===== src/rtl/immediate_operand_encoder.sv =====
// Iterative search for the canonical rotated 8-bit immediate encoding of a
// 32-bit constant: one rotation amount (2*r) is tried per clock cycle.
module immediate_operand_encoder #(
    parameter int EARLY_EXIT = 1
) (
    input  logic        clk,
    input  logic        reset,
    input  logic        start,
    input  logic [31:0] value,
    output logic        busy,
    output logic        done,
    output logic        encodable,
    output logic [7:0]  imm8,
    output logic [3:0]  rotate,
    output logic [11:0] instr_field,
    output logic        carry_out
);

    typedef enum logic [1:0] {
        IDLE   = 2'd0,
        SEARCH = 2'd1,
        DONE   = 2'd2
    } state_t;

    state_t      state_r;
    logic [31:0] value_r;
    logic [3:0]  r_r;
    logic        found_r;
    logic [7:0]  hit_imm_r;
    logic [3:0]  hit_rot_r;
    logic        busy_r;
    logic        done_r;
    logic        encodable_r;
    logic [7:0]  imm8_r;
    logic [3:0]  rotate_r;
    logic [11:0] instr_field_r;
    logic        carry_out_r;

    logic [31:0] cand_s;
    logic        match_s;
    logic        last_s;
    logic        sel_enc_s;
    logic [7:0]  sel_imm_s;
    logic [3:0]  sel_rot_s;
    logic        sel_carry_s;

    // 32-bit circular left rotate; the doubled word keeps every bit in play
    function automatic logic [31:0] rol32(input logic [31:0] v, input logic [4:0] amt);
        logic [63:0] dbl;
        dbl = {v, v} << amt;
        return dbl[63:32];
    endfunction

    // Candidate for the current rotation and the result that would be loaded on exit
    always_comb begin
        cand_s      = rol32(value_r, {r_r, 1'b0});
        match_s     = (cand_s[31:8] == 24'd0);
        last_s      = (r_r == 4'd15) || ((EARLY_EXIT != 0) && match_s);
        sel_enc_s   = 1'b0;
        sel_imm_s   = 8'd0;
        sel_rot_s   = 4'd0;
        if (found_r) begin
            sel_enc_s = 1'b1;
            sel_imm_s = hit_imm_r;
            sel_rot_s = hit_rot_r;
        end else if (match_s) begin
            sel_enc_s = 1'b1;
            sel_imm_s = cand_s[7:0];
            sel_rot_s = r_r;
        end else begin
            sel_enc_s = 1'b0;
        end
        // A non-zero rotation makes the decoded shifter carry equal result bit 31
        sel_carry_s = sel_enc_s && (sel_rot_s != 4'd0) && value_r[31];
    end

    // Control FSM with registered status and result outputs
    always_ff @(posedge clk) begin
        if (reset) begin
            state_r       <= IDLE;
            value_r       <= 32'd0;
            r_r           <= 4'd0;
            found_r       <= 1'b0;
            hit_imm_r     <= 8'd0;
            hit_rot_r     <= 4'd0;
            busy_r        <= 1'b0;
            done_r        <= 1'b0;
            encodable_r   <= 1'b0;
            imm8_r        <= 8'd0;
            rotate_r      <= 4'd0;
            instr_field_r <= 12'd0;
            carry_out_r   <= 1'b0;
        end else begin
            done_r <= 1'b0;
            case (state_r)
                IDLE: begin
                    if (start) begin
                        value_r <= value;
                        r_r     <= 4'd0;
                        found_r <= 1'b0;
                        busy_r  <= 1'b1;
                        state_r <= SEARCH;
                    end
                end
                SEARCH: begin
                    // Only the first (smallest r) match is kept in full-scan mode
                    if (match_s && !found_r) begin
                        found_r   <= 1'b1;
                        hit_imm_r <= cand_s[7:0];
                        hit_rot_r <= r_r;
                    end
                    if (last_s) begin
                        state_r       <= DONE;
                        busy_r        <= 1'b0;
                        encodable_r   <= sel_enc_s;
                        imm8_r        <= sel_imm_s;
                        rotate_r      <= sel_rot_s;
                        instr_field_r <= {sel_rot_s, sel_imm_s};
                        carry_out_r   <= sel_carry_s;
                    end else begin
                        r_r <= r_r + 4'd1;
                    end
                end
                DONE: begin
                    done_r  <= 1'b1;
                    state_r <= IDLE;
                end
                default: begin
                    state_r <= IDLE;
                    busy_r  <= 1'b0;
                end
            endcase
        end
    end

    assign busy        = busy_r;
    assign done        = done_r;
    assign encodable   = encodable_r;
    assign imm8        = imm8_r;
    assign rotate      = rotate_r;
    assign instr_field = instr_field_r;
    assign carry_out   = carry_out_r;

endmodule

===== config.mk =====
export PLATFORM = sky130hd
export DESIGN_NAME = immediate_operand_encoder
export DESIGN_NICKNAME = d
export VERILOG_FILES = /design/src/rtl/immediate_operand_encoder.sv
export SDC_FILE = /design/constraint.sdc
export NUM_CORES = 1
export LEC_CHECK = 0
export ABC_CLOCK_PERIOD_IN_PS = 3610
export CAP_MARGIN = 25
export CORE_MARGIN = 2
export CORE_UTILIZATION = 45
export DETAILED_ROUTE_END_ITERATION = 16
export DONT_BUFFER_PORTS = 1
export PLACE_DENSITY_LB_ADDON = 0.3
export SKIP_LAST_GASP = 1
export SYNTH_ARGS = -nofsm -noshare
export SYNTH_HDL_FRONTEND = slang
export SYNTH_SLANG_ARGS = --single-unit

===== constraint.sdc =====
create_clock -name clk -period 3.61 [get_ports clk]
set_input_delay 1.083 -clock clk [delete_from_list [all_inputs] [get_ports clk]]
set_output_delay 1.083 -clock clk [all_outputs]
set_load 0.01 [all_outputs]

==> impl_metrics.toml, run 1 <==
[status]
status = "complete, no violations"

[grt]
grt_max_degree = 67
grt_pass1_wl_mm = 19.96
grt_pass1_vias = 3709
antenna_found_initial = 0
grt_overflow = 0
grt_use_total_pct = 24.49

[clock_network]
clock_path_buffers = 2
numCtsBuffers = 9
hold_buffers = 0
cts_resized = 0
insertion_delay_ns = 0.36
cts_tree = "yes"
h-tree-depth = 3
cts_sinks = 67
cts.clk_slew.worst_paths_ns = 0.08
clockRootBuffer = "clkbuf_8"
cts_setup_buffers = 0

[route]
vias_per_cell = 6.363
drc_errors = 0
final_antenna_net_count = 0
vias = 4009
wl_mm = 12.23
drt-initial-drc-count = 446
drt-pass1-iter-count = 5
wl_per_cell_um = 19.42

[logic_synthesis]
synth.most_common_cell = "nand2_1"
ys.flop_type = "dfxtp_1"
syn_inst = 523
async_flop_share_pct = 0
synth_edf_count = 0
syn_area_per_cell_um2 = 8.354
synth_cell_types = 61
netlist_area_um2 = 4369
yosys-top-cells-area = "dfxtp_1, mux4_2, mux2i_1"
synth_fp_nets = 559
synth.top_cells.by_count = "nand2_1, dfxtp_1, a21oi_1"
ys_warn_count = 0
synth-seq-cells = 67
yosys.area.top_type_share_pct = 30.70
yosys.area.top_type = "dfxtp_1"
ys_seq_area_share_pct = 30.70

[cells_and_area]
fin_nets = 532
drive_gt1_share_pct = 15.77
syn_to_final_growth_pct = 4.181
insertedDiodeCount = 0
nFillCells = 933

[power]
power_w = 0.001803
seq_power_share_pct = 47.1
power.share.clock_pct = 31.8
pwr-share-comb_pct = 21.1
power_density_nw_per_um2 = 396.1
ir_drop_mv = 0.2231
p_sw_w = 0.0006157
power_leakage_nw = 1.507
switching_share_pct = 34.15
p_int_w = 0.001187

[sta]
drv_slew = 0
finalHoldViolCount = 0
period_share_pct = 91.73
setup_viol = 0
fin_crit_ns = 3.312
tightest_slew_ns = 1.035
rsz0062_at_grt = "false"
finClkSkew_ns = 0.01056
timing.slew.headroom_pct = 30.93
timing.final.ws_setup_ns = 0.2984
clock.fmax_mhz = 302.0
tns_ns = 0

[min_path]
hold_class = "register to register"
min_path_cells = 2

[critical_path]
cp_max_fo = 32
endpoint_kind = "register"
critPathKind = "register to register"
crit_required_ns = 3.86
startpoint_type = "register"
critPathCapture = "rotate[1]$_SDFFE_PP0P_"
r2r_cells = 9
slowest_delay_ns = 0.75
crit_family = "multiplexers"
worst-path-stages = 9
arrival_ns = 3.56
slowest_stage = "dfxtp_2"
r2r_setup_slack_ns = 0.30
r2r-end = "rotate[1]$_SDFFE_PP0P_"
r2r-start = "r_r[1]$_SDFFE_PP0P_"
crit_buf_inv = 1
crit_path_start = "r_r[1]$_SDFFE_PP0P_"
path_cells = "mux4_2, mux2_2, nor3_1, nand3_1, o211ai_1, nand3_1, buf_4, a221oi_1, nor3_1"

[place]
dp_hpwl_mm = 8.618
place_ws_ns = 0.3593
io_buffers = 0
gp_congestion = 1.008

[floorplan]
rows = 35
dieArea_um2 = 10510
dieHeight_um = 102.5
coreArea_um2 = 9328
io_pins = 63
initial_core_util_pct = 46.84
die_w_um = 102.5

[flow_run]
drv_cap = 0
stage by stage:
step | std cells | area, um2 | util [%] | hold slack (ns)
4_1_cts | 630 | 4552 | 48.80 | 0.5055
2_1_floorplan | 523 | 4369 | - | 0.4515
3_3_place_gp | 614 | 4375 | 46.91 | 0.4735
3_5_place_dp | 614 | 4375 | 46.91 | 0.4873
5_1_grt | 630 | 4552 | 48.80 | 0.5249
6_report | 630 | 4552 | 48.80 | 0.5051
logic make-up after synthesis:
family / after synthesis / synth area share (%)
AO/OA/AOI/OAI: 124 / 18.70
XOR/XNOR: 2 / 0.4010
adder cells (fa/ha/maj): 1 / 0.2863
buffers and inverters: 65 / 7.789
multiplexers: 65 / 20.48
flip-flops: 67 / 30.70
AND/OR/NAND/NOR: 199 / 21.65
cell usage in the layout, fill, tap and decap left out, types with 10 or more instances in the layout:
cell	instances
nor3b_1	10
buf_4	22
a31oi_1	15
mux2i_1	35
a221oi_1	12
nor3_1	32
mux2_2	10
o21ai_0	11
mux4_2	17
nor2_1	38
a21oi_1	51
nand2_1	80
dfxtp_1	66
how the worst min path moves through the flow:
stage | startpoint | endpoint | slack (ns)
2_1_floorplan | hit_imm_r[0]$_SDFFE_PP0P_ | hit_imm_r[0]$_SDFFE_PP0P_ | 0.45
3_3_place_gp | hit_imm_r[5]$_SDFFE_PP0P_ | hit_imm_r[5]$_SDFFE_PP0P_ | 0.47
3_5_place_dp | hit_imm_r[4]$_SDFFE_PP0P_ | hit_imm_r[4]$_SDFFE_PP0P_ | 0.49
4_1_cts | hit_imm_r[4]$_SDFFE_PP0P_ | hit_imm_r[4]$_SDFFE_PP0P_ | 0.51
5_1_grt | hit_imm_r[4]$_SDFFE_PP0P_ | hit_imm_r[4]$_SDFFE_PP0P_ | 0.52
6_report | hit_imm_r[4]$_SDFFE_PP0P_ | hit_imm_r[4]$_SDFFE_PP0P_ | 0.51
layer usage:
layer  up-vias  share of wire, %  routed length, um  track usage (%)
li1       1852                 -                  -                -
met1      1895                42               5133            34.80
met2       230                46               5631            36.80
met3        32               9.5               1162            4.271
met4         0               2.5                306            10.26
met5         -                 0                  0                0
sequential cells by signal, summed over array words and instances, names as in the netlist:
register and count:
imm8 7, done 1, rotate 4, busy 1, value_r 32, encodable 1
state_r 2, r_r 4, hit_imm_r 8, instr_field 1, carry_out 1, hit_rot_r 4
found_r 1
final cells by class:
| cell class | instances | area, um2 | area share [%] |
|---|---|---|---|
| flip-flops and latches | 67 | 1343 | 29.49 |
| clock buffers | 9 | 123.9 | 2.721 |
| inverters | 5 | 18.77 | 0.4123 |
| clock inverters | 7 | 52.55 | 1.154 |
| well taps | 129 | 161.4 | 3.546 |
| multi-input cells | 391 | 2688 | 59.04 |
| repair buffers | 22 | 165.2 | 3.628 |
worst reg2reg max path, stage by stage (launching register included):
cell and delay, ns:
dfxtp_2 0.75, mux4_2 0.65, mux2_2 0.31, nor3_1 0.19, nand3_1 0.17, o211ai_1 0.24, nand3_1 0.30, buf_4 0.28
a221oi_1 0.24, nor3_1 0.08
power by group through the flow:
stage | Clock [W] | Combinational (W) | Sequential [W]
6_report | 0.000574 | 0.000381 | 0.000848
2_1_floorplan | 0 | 0.000318 | 0.000819
5_1_grt | 0.000624 | 0.000416 | 0.000853
4_1_cts | 0.000587 | 0.000377 | 0.000844
3_3_place_gp | 0 | 0.000370 | 0.000860
3_5_place_dp | 0 | 0.000375 | 0.000862
(Power assumes the default switching activity.)
==> run 2: changes to the inputs <==
--- a/config.mk
+++ b/config.mk
@@ -5,7 +5,7 @@
 export SDC_FILE = /design/constraint.sdc
 export NUM_CORES = 1
 export LEC_CHECK = 0
-export ABC_CLOCK_PERIOD_IN_PS = 3610
+export ABC_CLOCK_PERIOD_IN_PS = 3700
 export CAP_MARGIN = 25
 export CORE_MARGIN = 2
 export CORE_UTILIZATION = 45
==> constraint.sdc (replaced) <==
create_clock -name clk -period 3.7 [get_ports clk]
set_input_delay 1.11 -clock clk [delete_from_list [all_inputs] [get_ports clk]]
set_output_delay 1.11 -clock clk [all_outputs]
set_load 0.01 [all_outputs]
==> run 2 against run 1 <==
Net effect:
- die area did not move
- first-iteration DRC count fell by 26%
- critical path depth is the same
- routed wire length shrank 1.6%
- clock power grew 14%
- worst hold slack worse by 0.0019 ns
- highest routed layer unchanged
==> impl_metrics.toml, run 2 (synthesis results as in run 1) <==
[sta]
tns_ns = 0
clock.fmax_mhz = 308.3
drv_slew = 0
finClkSkew_ns = 0.01388
fin_crit_ns = 3.243
setup_viol = 0
period_share_pct = 87.66
hold_slack_ns = 0.5032
timing.slew.headroom_pct = 43.03
rsz0062_at_grt = "false"
tightest_slew_ns = 0.8534
finalHoldViolCount = 0

[route]
vias_per_cell = 6.377
vias = 3992
drt-initial-drc-count = 331
drc_errors = 0
wl_per_cell_um = 19.23
wl_mm = 12.04
final_antenna_net_count = 0
drt-pass1-iter-count = 6

[critical_path]
slowest_delay_ns = 0.88
arrival_ns = 3.50
path_cells = "mux4_2, nand2b_1, a211oi_2, o2111ai_1, o211ai_1, nand3_1, buf_4, a221oi_1, nor3_1"
slowest_stage = "dfxtp_1"
critPathKind = "register to register"
crit_family = "flip-flops"
crit_buf_inv = 1
cp_max_fo = 20
crit_required_ns = 3.95
endpoint_kind = "register"
startpoint_type = "register"

[place]
io_buffers = 0
dp_hpwl_mm = 8.427
gp_congestion = 0.9777

[cells_and_area]
largest_reg_flops = 32
insertedDiodeCount = 0
final_util_pct = 48.93
drive_gt1_share_pct = 15.09
final_cell_mix = "nand2_1, dfxtp_1, a21oi_1, nor2_1, mux2i_1"
syn_to_final_growth_pct = 4.467
top_register = "value_r"
fin_nets = 528
final_common_cell = "nand2_1"

[power]
power_density_nw_per_um2 = 403.5
power_leakage_nw = 1.498
ir_drop_mv = 0.2471

[grt]
grt_use_total_pct = 24.14
grt_max_degree = 67
met3_usage_pct = 5.153
grt_pass1_vias = 3689
grt_busiest_layer = "met2"
use_met1_pct = 33.48
antenna_found_initial = 1
use_met2_pct = 36.70
grt_overflow = 0
grt_pass1_wl_mm = 19.74

[clock_network]
insertion_delay_ns = 0.36
numCtsBuffers = 9
cts_resized = 0
cts.clk_slew.worst_paths_ns = 0.09
cts_sinks = 67
h-tree-depth = 3
cts_setup_buffers = 0
hold_buffers = 0
clock_path_buffers = 2
cts_tree = "yes"
clockRootBuffer = "clkbuf_8"

[floorplan]
dieArea_um2 = 10510
io_pins = 63
coreArea_um2 = 9328
initial_core_util_pct = 46.84
rows = 35
dieHeight_um = 102.5
die_w_um = 102.5

[min_path]
hold_class = "register to register"

[status]
status = "complete, no violations"

[flow_run]
drv_cap = 0
[run 2: worst paths after layout]
path / to / slack (ns) / cells after the start / from
max: rotate[0]$_SDFFE_PP0P_ / 0.46 / 9 / r_r[0]$_SDFFE_PP0P_
min: hit_imm_r[0]$_SDFFE_PP0P_ / 0.50 / 2 / hit_imm_r[0]$_SDFFE_PP0P_
min reg2reg: hit_imm_r[0]$_SDFFE_PP0P_ / 0.50 / 2 / hit_imm_r[0]$_SDFFE_PP0P_
max reg2reg: rotate[0]$_SDFFE_PP0P_ / 0.46 / 9 / r_r[0]$_SDFFE_PP0P_
[run 2: where the power goes]
group | switching, W | internal (W) | leakage (nW)
Combinational | 0.000208 | 0.000154 | 0.849
Clock | 0.000330 | 0.000322 | 0.103
Sequential | 0.0000764 | 0.000751 | 0.546
[run 2: metrics by stage]
stage / instance area [um2] / total power [W] / setup WS, ns / std cells
after CTS: 4562 / 0.001844 / 0.3272 / 626
final: 4564 / 0.001842 / 0.4566 / 626
after floorplan: 4369 / 0.001109 / 0.9567 / 523
after detailed placement: 4358 / 0.001197 / 0.3578 / 610
after global routing: 4564 / 0.001934 / 0.2197 / 626
after global placement: 4358 / 0.001188 / 0.4828 / 610
[run 2: cell type report]
class	count	area [um2]
timing repair buffer	18	147.6
inverter	5	18.77
clock buffer	9	123.9
multi-input combinational	391	2688
clock inverter	7	80.08
fill	875	4763
tap	129	161.4
sequential	67	1345
[run 2: worst register-to-register path: stages, from the launching register on]
cell,delay [ns]
dfxtp_1,0.88
mux4_2,0.62
nand2b_1,0.20
a211oi_2,0.22
o2111ai_1,0.19
o211ai_1,0.17
nand3_1,0.28
buf_4,0.26
a221oi_1,0.24
nor3_1,0.07
[run 2: per-layer routing]
layer  up-vias  routed length, um
met5         -                  0
met4         0                430
met3        44                970
met2       193               5405
met1      1908               5234
li1       1847                  -
